`src/rtl/l1_strm_ptr_ctrl.sv`:
```
// Per-stream L1 read-pointer controller: advances each stream's read pointer by
// the number of accepted port requests, tracks valid lines held in L1, returns
// a free credit per fully read line and flags end-of-stream / single-line state.
module l1_strm_ptr_ctrl #(
  parameter int nstrms       = 64,
  parameter int nstrms_width = $clog2(nstrms),
  parameter int nports       = 8,
  parameter int cl_size      = 8,
  parameter int clofs_width  = $clog2(cl_size),
  parameter int nlines       = 4,
  parameter int ptr_width    = $clog2(nlines) + clofs_width
) (
  input  logic                          clk,
  input  logic                          reset,
  input  logic                          i_start_v,
  input  logic [nstrms_width-1:0]       i_start_sid,
  input  logic                          i_clr_v,
  input  logic [nstrms_width-1:0]       i_clr_sid,
  input  logic                          i_fill_v,
  output logic                          i_fill_r,
  input  logic [nstrms_width-1:0]       i_fill_sid,
  input  logic [nstrms-1:0]             i_rst_end,
  input  logic [nports*nstrms-1:0]      i_req_v,
  output logic [nports*nstrms-1:0]      i_req_r,
  output logic [nstrms*ptr_width-1:0]   o_ptrs,
  output logic [nstrms-1:0]             o_l1_end,
  output logic [nstrms-1:0]             o_single_v,
  output logic [nstrms-1:0]             o_free_v
);

  localparam int ncl_width = $clog2(nlines + 1);
  localparam int inc_width = clofs_width + 1;

  typedef enum logic [1:0] {
    ST_IDLE,
    ST_ACTIVE,
    ST_END
  } strm_state_e;

  strm_state_e            state_q [nstrms];
  strm_state_e            state_d [nstrms];
  logic [ptr_width-1:0]   ptr_q   [nstrms];
  logic [ptr_width-1:0]   ptr_d   [nstrms];
  logic [ncl_width-1:0]   ncl_q   [nstrms];
  logic [ncl_width-1:0]   ncl_d   [nstrms];
  logic [nstrms-1:0]      rdy;
  logic [nstrms-1:0]      free_d;
  logic [nstrms-1:0]      single_d;
  logic [nstrms-1:0]      end_d;

  // Ready terms: a stream accepts reads only while active with a valid line.
  always_comb begin
    rdy      = '0;
    i_req_r  = '0;
    for (int unsigned s = 0; s < nstrms; s++) begin
      rdy[s] = (state_q[s] == ST_ACTIVE) && (ncl_q[s] != '0);
    end
    for (int unsigned p = 0; p < nports; p++) begin
      for (int unsigned s = 0; s < nstrms; s++) begin
        i_req_r[p*nstrms + s] = rdy[s];
      end
    end
    i_fill_r = (state_q[i_fill_sid] == ST_ACTIVE) &&
               (ncl_q[i_fill_sid] != ncl_width'(nlines));
  end

  // Per-stream next state: pointer advance, line accounting, FSM transitions.
  always_comb begin
    logic [inc_width-1:0]   inc;
    logic [clofs_width:0]   sum;
    logic                   carry;
    logic                   fill;
    inc      = '0;
    sum      = '0;
    carry    = 1'b0;
    fill     = 1'b0;
    free_d   = '0;
    single_d = '0;
    end_d    = '0;
    for (int unsigned s = 0; s < nstrms; s++) begin
      inc = '0;
      for (int unsigned p = 0; p < nports; p++) begin
        inc = inc + inc_width'(i_req_v[p*nstrms + s] & rdy[s]);
      end
      // A carry out of the line-offset bits means the current line is fully read.
      sum   = {1'b0, ptr_q[s][clofs_width-1:0]} + inc;
      carry = sum[clofs_width];
      fill  = i_fill_v && i_fill_r && (i_fill_sid == nstrms_width'(s));

      state_d[s] = state_q[s];
      ptr_d[s]   = ptr_q[s] + ptr_width'(inc);
      ncl_d[s]   = ncl_q[s] + ncl_width'(fill) - ncl_width'(carry);
      free_d[s]  = carry;

      case (state_q[s])
        ST_IDLE: begin
          if (i_start_v && (i_start_sid == nstrms_width'(s))) begin
            state_d[s] = ST_ACTIVE;
            ptr_d[s]   = '0;
            ncl_d[s]   = '0;
          end
        end
        ST_ACTIVE: begin
          if (i_rst_end[s] && (ncl_d[s] == '0)) begin
            state_d[s] = ST_END;
          end
        end
        default: ;
      endcase

      // Clear overrides every other event on the stream, including the free credit.
      if (i_clr_v && (i_clr_sid == nstrms_width'(s))) begin
        state_d[s] = ST_IDLE;
        ptr_d[s]   = '0;
        ncl_d[s]   = '0;
        free_d[s]  = 1'b0;
      end

      single_d[s] = (state_d[s] == ST_ACTIVE) && (ncl_d[s] == ncl_width'(1));
      end_d[s]    = (state_d[s] == ST_END);
    end
  end

  // State and registered outputs.
  always_ff @(posedge clk or negedge reset) begin
    if (!reset) begin
      for (int unsigned s = 0; s < nstrms; s++) begin
        state_q[s] <= ST_IDLE;
        ptr_q[s]   <= '0;
        ncl_q[s]   <= '0;
      end
      o_free_v   <= '0;
      o_single_v <= '0;
      o_l1_end   <= '0;
    end else begin
      for (int unsigned s = 0; s < nstrms; s++) begin
        state_q[s] <= state_d[s];
        ptr_q[s]   <= ptr_d[s];
        ncl_q[s]   <= ncl_d[s];
      end
      o_free_v   <= free_d;
      o_single_v <= single_d;
      o_l1_end   <= end_d;
    end
  end

  // Flatten the pointer array onto the output bus.
  always_comb begin
    o_ptrs = '0;
    for (int unsigned s = 0; s < nstrms; s++) begin
      o_ptrs[s*ptr_width +: ptr_width] = ptr_q[s];
    end
  end

endmodule

```
`config.mk`:
```
export PLATFORM = sky130hd
export DESIGN_NAME = l1_strm_ptr_ctrl
export DESIGN_NICKNAME = d
export VERILOG_FILES = /design/src/rtl/l1_strm_ptr_ctrl.sv
export SDC_FILE = /design/constraint.sdc
export NUM_CORES = 2
export LEC_CHECK = 0
export BUFFER_PORTS_ARGS = -buffer_cell sky130_fd_sc_hd__buf_2
export CAP_MARGIN = 40
export CORE_AREA = 4 4 622 624
export DETAILED_ROUTE_END_ITERATION = 8
export DIE_AREA = 0 0 626 628
export GPL_TIMING_DRIVEN = 0
export PLACE_DENSITY = 0.31
export REMOVE_ABC_BUFFERS = 1
export SYNTH_ARGS = -nofsm -noshare
export SYNTH_HDL_FRONTEND = slang
export SYNTH_SLANG_ARGS = --single-unit
export TNS_END_PERCENT = 30
```
`constraint.sdc`:
```
create_clock -name clk -period 8.65 [get_ports clk]
set_clock_uncertainty 0.05 [all_clocks]
set_input_delay 1.73 -clock clk [delete_from_list [all_inputs] [get_ports clk]]
set_output_delay 1.73 -clock clk [all_outputs]
set_load 0.005 [all_outputs]
```
## Word level (Yosys, flattened, before mapping)

Index checks and enable logic that the tools add are counted.

| word-level totals | value |
|---|---|
| flip-flop bits (word level) | 832 |
| input bits | 599 |
| output and inout bits | 1025 |
| word-level logic and storage cells | 3151 |

| cells by class | value |
|---|---|
| add/sub/neg operators | 704 |
| order comparisons | 1 |
| equality and inequality tests | 447 |
| mux-type cells | 710 |
| bitwise logic cells | 513 |
| reduce and logical (&&, ||, !) cells | 581 |

Operator list:

| kind | number |
|---|---|
| $add A4 B1 Y4 | 256 |
| $mux W5 | 192 |
| $mux W3 | 194 |
| $eq A6 B6 Y1 const B | 96 |
| $and A1 B1 Y1 | 512 |
| $mux W2 | 194 |
| $logic_and A1 B1 Y1 | 386 |
| $add A5 B4 Y5 | 64 |
| $eq A6 B5 Y1 const B | 48 |
| $eq A2 B1 Y1 const B | 129 |
| $add A3 B1 Y4 | 64 |
| $add A3 B4 Y4 | 64 |
| $pmux W2 S2 | 64 |
| $add A2 B1 Y3 | 64 |
| $add A3 B1 Y3 | 64 |
| $eq A3 B1 Y1 const B | 64 |
| $logic_not A3 Y1 | 64 |
| $reduce_bool A3 Y1 | 64 |
| $sub A3 B1 Y3 | 64 |
| $eq A6 B4 Y1 const B | 24 |
| $add A1 B1 Y2 | 64 |
| $eq A2 B2 Y1 const B | 64 |
| $logic_not A2 Y1 | 64 |
| $eq A6 B3 Y1 const B | 12 |
| other kinds (9) | 81 |

## Longest topological paths before layout

| depth | value |
|---|---|
| word-level depth | 19 |
| depth in mapped cells | 26 |
| gate-level depth less buffers | 26 |

## Worst setup path after synthesis

OpenSTA, ideal clock, no wires.

| path | value |
|---|---|
| path kind | input -> register |
| start | in i_req_v[9] |
| end | reg o_l1_end[9] |
| library setup time | 0.073 ns |
| arrival | 7.065 ns |
| setup slack | 1.462 ns |
| cell stages on the path | 23 |
| cell sequence | and2_1 fa_1 inv_1 fa_1 fa_1 inv_1 ha_1 fa_1 ha_1 a21o_1 a21oi_1 xor2_1 ha_1 inv_1 ha_1 inv_1 fa_1 xor2_1 xnor2_1 nand2_1 or4_1 a21boi_0 nor2b_1 |

RTL lines:

| item | line | source |
|---|---|---|
| start: declaration | 23 | `input logic [nports*nstrms-1:0] i_req_v,` |
| end signal: assignment | 143 | `o_l1_end <= end_d;` |
| end: declaration | 26 | `output logic [nstrms-1:0] o_l1_end,` |

## Final worst setup path

| path | value |
|---|---|
| start | in i_fill_sid[0] |
| end | reg o_single_v[31] |

| on the way | value |
|---|---|
| longest elaborated chain between the ends | 17 |
| elaborated cells between the ends (all ways) | 26 |

RTL lines:

| item | line | source |
|---|---|---|
| start: declaration | 21 | `input logic [nstrms_width-1:0] i_fill_sid,` |
| $not A6 Y7 (implied by the code) | 63, 64 |  |
| $bmux W3 S6 or $bmux W2 S6 (tied branches) | 64, 63 |  |
| $mux W3 (implied by the code) or $mux W2 (tied branches) (2 in series) | 64, 63 |  |
| $ne A3 B3 Y1 or $eq A2 B1 Y1 (tied branches) | 64, 63 |  |
| $logic_and A1 B1 Y1 | 63 | `i_fill_r = (state_q[i_fill_sid] == ST_ACTIVE) &&` |
| $logic_and A1 B1 Y1 | 88 | `fill = i_fill_v && i_fill_r && (i_fill_sid == nstrms_width'(s));` |
| $logic_and A1 B1 Y1 (*) | 88 |  |
| $add A3 B1 Y3 (*) | 92 | `ncl_d[s] = ncl_q[s] + ncl_width'(fill) - ncl_width'(carry);` |
| $sub A3 B1 Y3 (*) | 92 |  |
| $logic_not A3 Y1 | 104 | `if (i_rst_end[s] && (ncl_d[s] == '0)) begin` |
| $logic_and A1 B1 Y1 | 104 |  |
| $mux W2 | 104 |  |
| $pmux W2 S2 | 95 | `case (state_q[s])` |
| $mux W2 | 112 | `if (i_clr_v && (i_clr_sid == nstrms_width'(s))) begin` |
| $eq A2 B1 Y1 | 119 | `single_d[s] = (state_d[s] == ST_ACTIVE) && (ncl_d[s] == ncl_width'(1));` |
| $logic_and A1 B1 Y1 (*) | 119 |  |
| named net single_d[31] | 48 | `logic [nstrms-1:0] single_d;` |
| end signal: assignment | 142 | `o_single_v <= single_d;` |
| end: declaration | 27 | `output logic [nstrms-1:0] o_single_v,` |

Mark *: on every way through the listed nets, which the timed path passes. The rest lies on a longest branch. The select of a mux whose other input is x is not followed.

==> out/qor.yml <==
setup_tns_ns: 0
synth_top_area_cell: "dfrtp_1"
ios: 1624
grt.total_usage_pct: 16.7
ctsResizeCount: 0
crit_path_max_fanout: 49
r2r_end: "o_single_v[40]$_DFF_PN0_"
initial_core_util_pct: 16.4
ir_worst_vdd_mv: 0.109
vias: 49800
cts_num_sinks: 832
status: "completed"
cp_top_family: "simple AND/OR/NAND/NOR gates"
crit_start: "i_fill_sid[0]"
area.growth.synth_to_final_pct: 29.6
drc_errors: 0
pre_cts_ws_ns: -0.182
hpwl_um: 290000
grtUsageMet1_pct: 19.4
core_um2: 381000
min_from: "o_ptrs[209]$_DFF_PN0_"
synth-seq-cells: 832
fin_nets: 9426
crit_arrival_ns: 8.51
p_leak_nw: 46.1
syn-cell-area_um2: 62700
switching_power_mw: 4.48
whs_endpoint: "o_ptrs[209]$_DFF_PN0_"
htreeDepth: 4
rsz0062_at_grt: "no"
cp_num_buf_inv: 5
vias_per_cell: 3.82
yosysSeqAreaShare_pct: 33.2
dieArea_um2: 393000
worst_path_largest_cell_delay_ns: 0.71
wirelength_um: 335000
grt_max_degree: 127
detail-route-antenna-nets: 0
synth_most_common_cell: "inv_1"
fill_cells: 41900
yosysTopAreaCellShare_pct: 33.2
crit_path_cell_trace: "buf_6, buf_16, mux4_2, a22oi_1, a21oi_1, or4_1, buf_16, nor4_1, o21ai_0, ha_1, inv_1, ha_1, inv_1, fa_1, xor2_1, xnor2_1, nand2_1, nor4_1, or4_1, nor3_1"
worst_pin_slew_ns: 1.02
synth-xor-area-share_pct: 6.26
cts_hold_buffers: 0
drt-initial-drc-count: 2147
drive_gt1_share_pct: 28.5
clk_latency_ns: 0.85
ff2ff_setup_slack_ns: 0.83
start_kind: "input pin"
fmax_ghz: 0.126
die_w_um: 626
synth_compound_area_share_pct: 6.62
cts_tree: "done"
die_y_um: 628
syn_avg_cell_area_um2: 9.76
critPathCaptureType: "register"
setup_violations: 0
synth-adder-area-share_pct: 23.8
synth_flop_cell: "dfrtp_1"
seq_power_share_pct: 37.9
reg2reg_depth: 26
relSlewSlack_pct: 32.0
critPathKind: "input pin to register"
rows: 227
synthTopCellsByArea: "dfrtp_1 33%, fa_1 12%, ha_1 11%"
p_clk_share_pct: 42.8
cellPowerDensity_nw_per_um2: 163
p_int_mw: 8.80
required_ns: 9.23
postSynth.asyncResetShare_pct: 100
post-route-util_pct: 21.3
synth_top_family_by_area: "adder cells"
grt_first_pass_wirelength_um: 454000
path_clk_slew_ns: 0.06
synth_cell_types: 55
yosys_warnings: 0
synth_common_cells: "880 x inv_1, 832 x dfrtp_1, 714 x nor2_1"
fin_crit_ns: 7.93
netlist_instances: 6425
p_comb_share_pct: 19.2
post-route-worst-setup-slack_ns: 0.723
top_usage_layer: "met2"
cts_setup_buffers: 0
cts_buffers: 134
holdPathStages: 2
hold_violations: 0
grt_pass1_vias: 52900
overflow: 0
first_pass_iters: 5
synth-simple-area-share_pct: 15.9
place_inst: 12800
wire_per_inst_um: 25.7
final_cells: 13000
clockBufferDepth: 4
gp_congestion: 0.838
synthMuxAreaShare_pct: 2.94
grtUsageMet2_pct: 30.9
grt_use_met3_pct: 3.47
synth-edff-count: 0
antenna_found_initial: 90
reg2reg_from: "ncl_q[70]$_DFF_PN0_"
hold_path.class: "register to register"
drv_slew: 0
cpMaxStageDelayCell: "or4_1"
hold_ws_ns: 0.485
root_buffer: "clkbuf_16"
max_cap_violations: 0
numPortBuffers: 1623
swShare_pct: 33.7
period_share_pct: 91.6
stage by stage:
step                power (mW)  cell area [um2]
floorplan                 5.87            58900
global placement          7.61            73300
detailed placement        7.76            76800
CTS                       13.7            81200
global route              14.0            81200
finish                    13.3            81300
cells in the final DEF, fill, tap and decap left out, types with 25 or more instances in the layout:
master     instances
and2_1           323
nor2b_1           60
clkbuf_8          28
fa_1             384
buf_16            31
nor4_1            51
xnor2_1           64
nand2b_1          48
o41ai_2           63
nor2_1           693
o21ai_0           55
a21oi_1          139
clkbuf_1          25
buf_4             92
buf_8             30
mux4_2            71
and3b_1           44
clkbuf_16        135
o21a_1            42
ha_1             576
buf_2           1644
xor2_1           384
buf_6             42
a21o_1           192
inv_1            880
nor3b_1           27
nand2_1          486
dfrtp_1          832
o2111ai_1         47
nor3_1           210
worst max path at each step:
stage / to / slack, ns / cells after the start
after global routing: o_single_v[40]$_DFF_PN0_ / 0.52 / 26
final: o_single_v[31]$_DFF_PN0_ / 0.72 / 20
after detailed placement: o_single_v[31]$_DFF_PN0_ / -0.18 / 20
after floorplan: o_l1_end[9]$_DFF_PN0_ / -0.11 / 16
after CTS: o_single_v[31]$_DFF_PN0_ / 0.73 / 20
after global placement: o_ptrs[97]$_DFF_PN0_ / -16.48 / 1
flip-flops by register name (all words and copies together) (netlist names):
signal and count:
ncl_q 192, o_free_v 64, o_l1_end 64, o_ptrs 320
o_single_v 64, state_q 128
tightest hold or removal path: cells and delay by family, from the launching register on:
family / cells / cell delay [ns]
flops: 1 / 0.35
xor+xnor: 1 / 0.07
simple gates: 1 / 0.08
layout make-up:
type	instances	area [um2]	area share, %
clock buffer	188	3860	4.75
timing repair buffer	1846	10800	13.3
antenna	20	50.0	0.0616
clock inverter	46	576	0.708
multi-input combinational	4173	35500	43.7
tap	5038	6300	7.76
sequential	832	20800	25.6
inverter	880	3300	4.06
logic make-up after synthesis:
logic type | count (synthesis)
xor+xnor | 448
mux | 95
fa+ha+maj | 960
compound gates | 590
simple gates | 2080
flops | 832
buf+inv | 1420
power by group through the flow:
stage	logic, mW	registers, mW	clock network [mW]
after global routing	2.82	5.11	6.12
after floorplan	0.996	4.88	0
final	2.55	5.04	5.69
after detailed placement	2.66	5.10	0
after global placement	2.55	5.05	0
after CTS	2.68	5.04	5.99
routing by layer:
layer / routed length (um) / up-vias
met3: 18300 / 353
met1: 133000 / 24800
met2: 175000 / 1331
li1: - / 23300
met4: 8640 / 22
met5: 147 / -
Note: power is estimated with default switching activity, not from simulation.
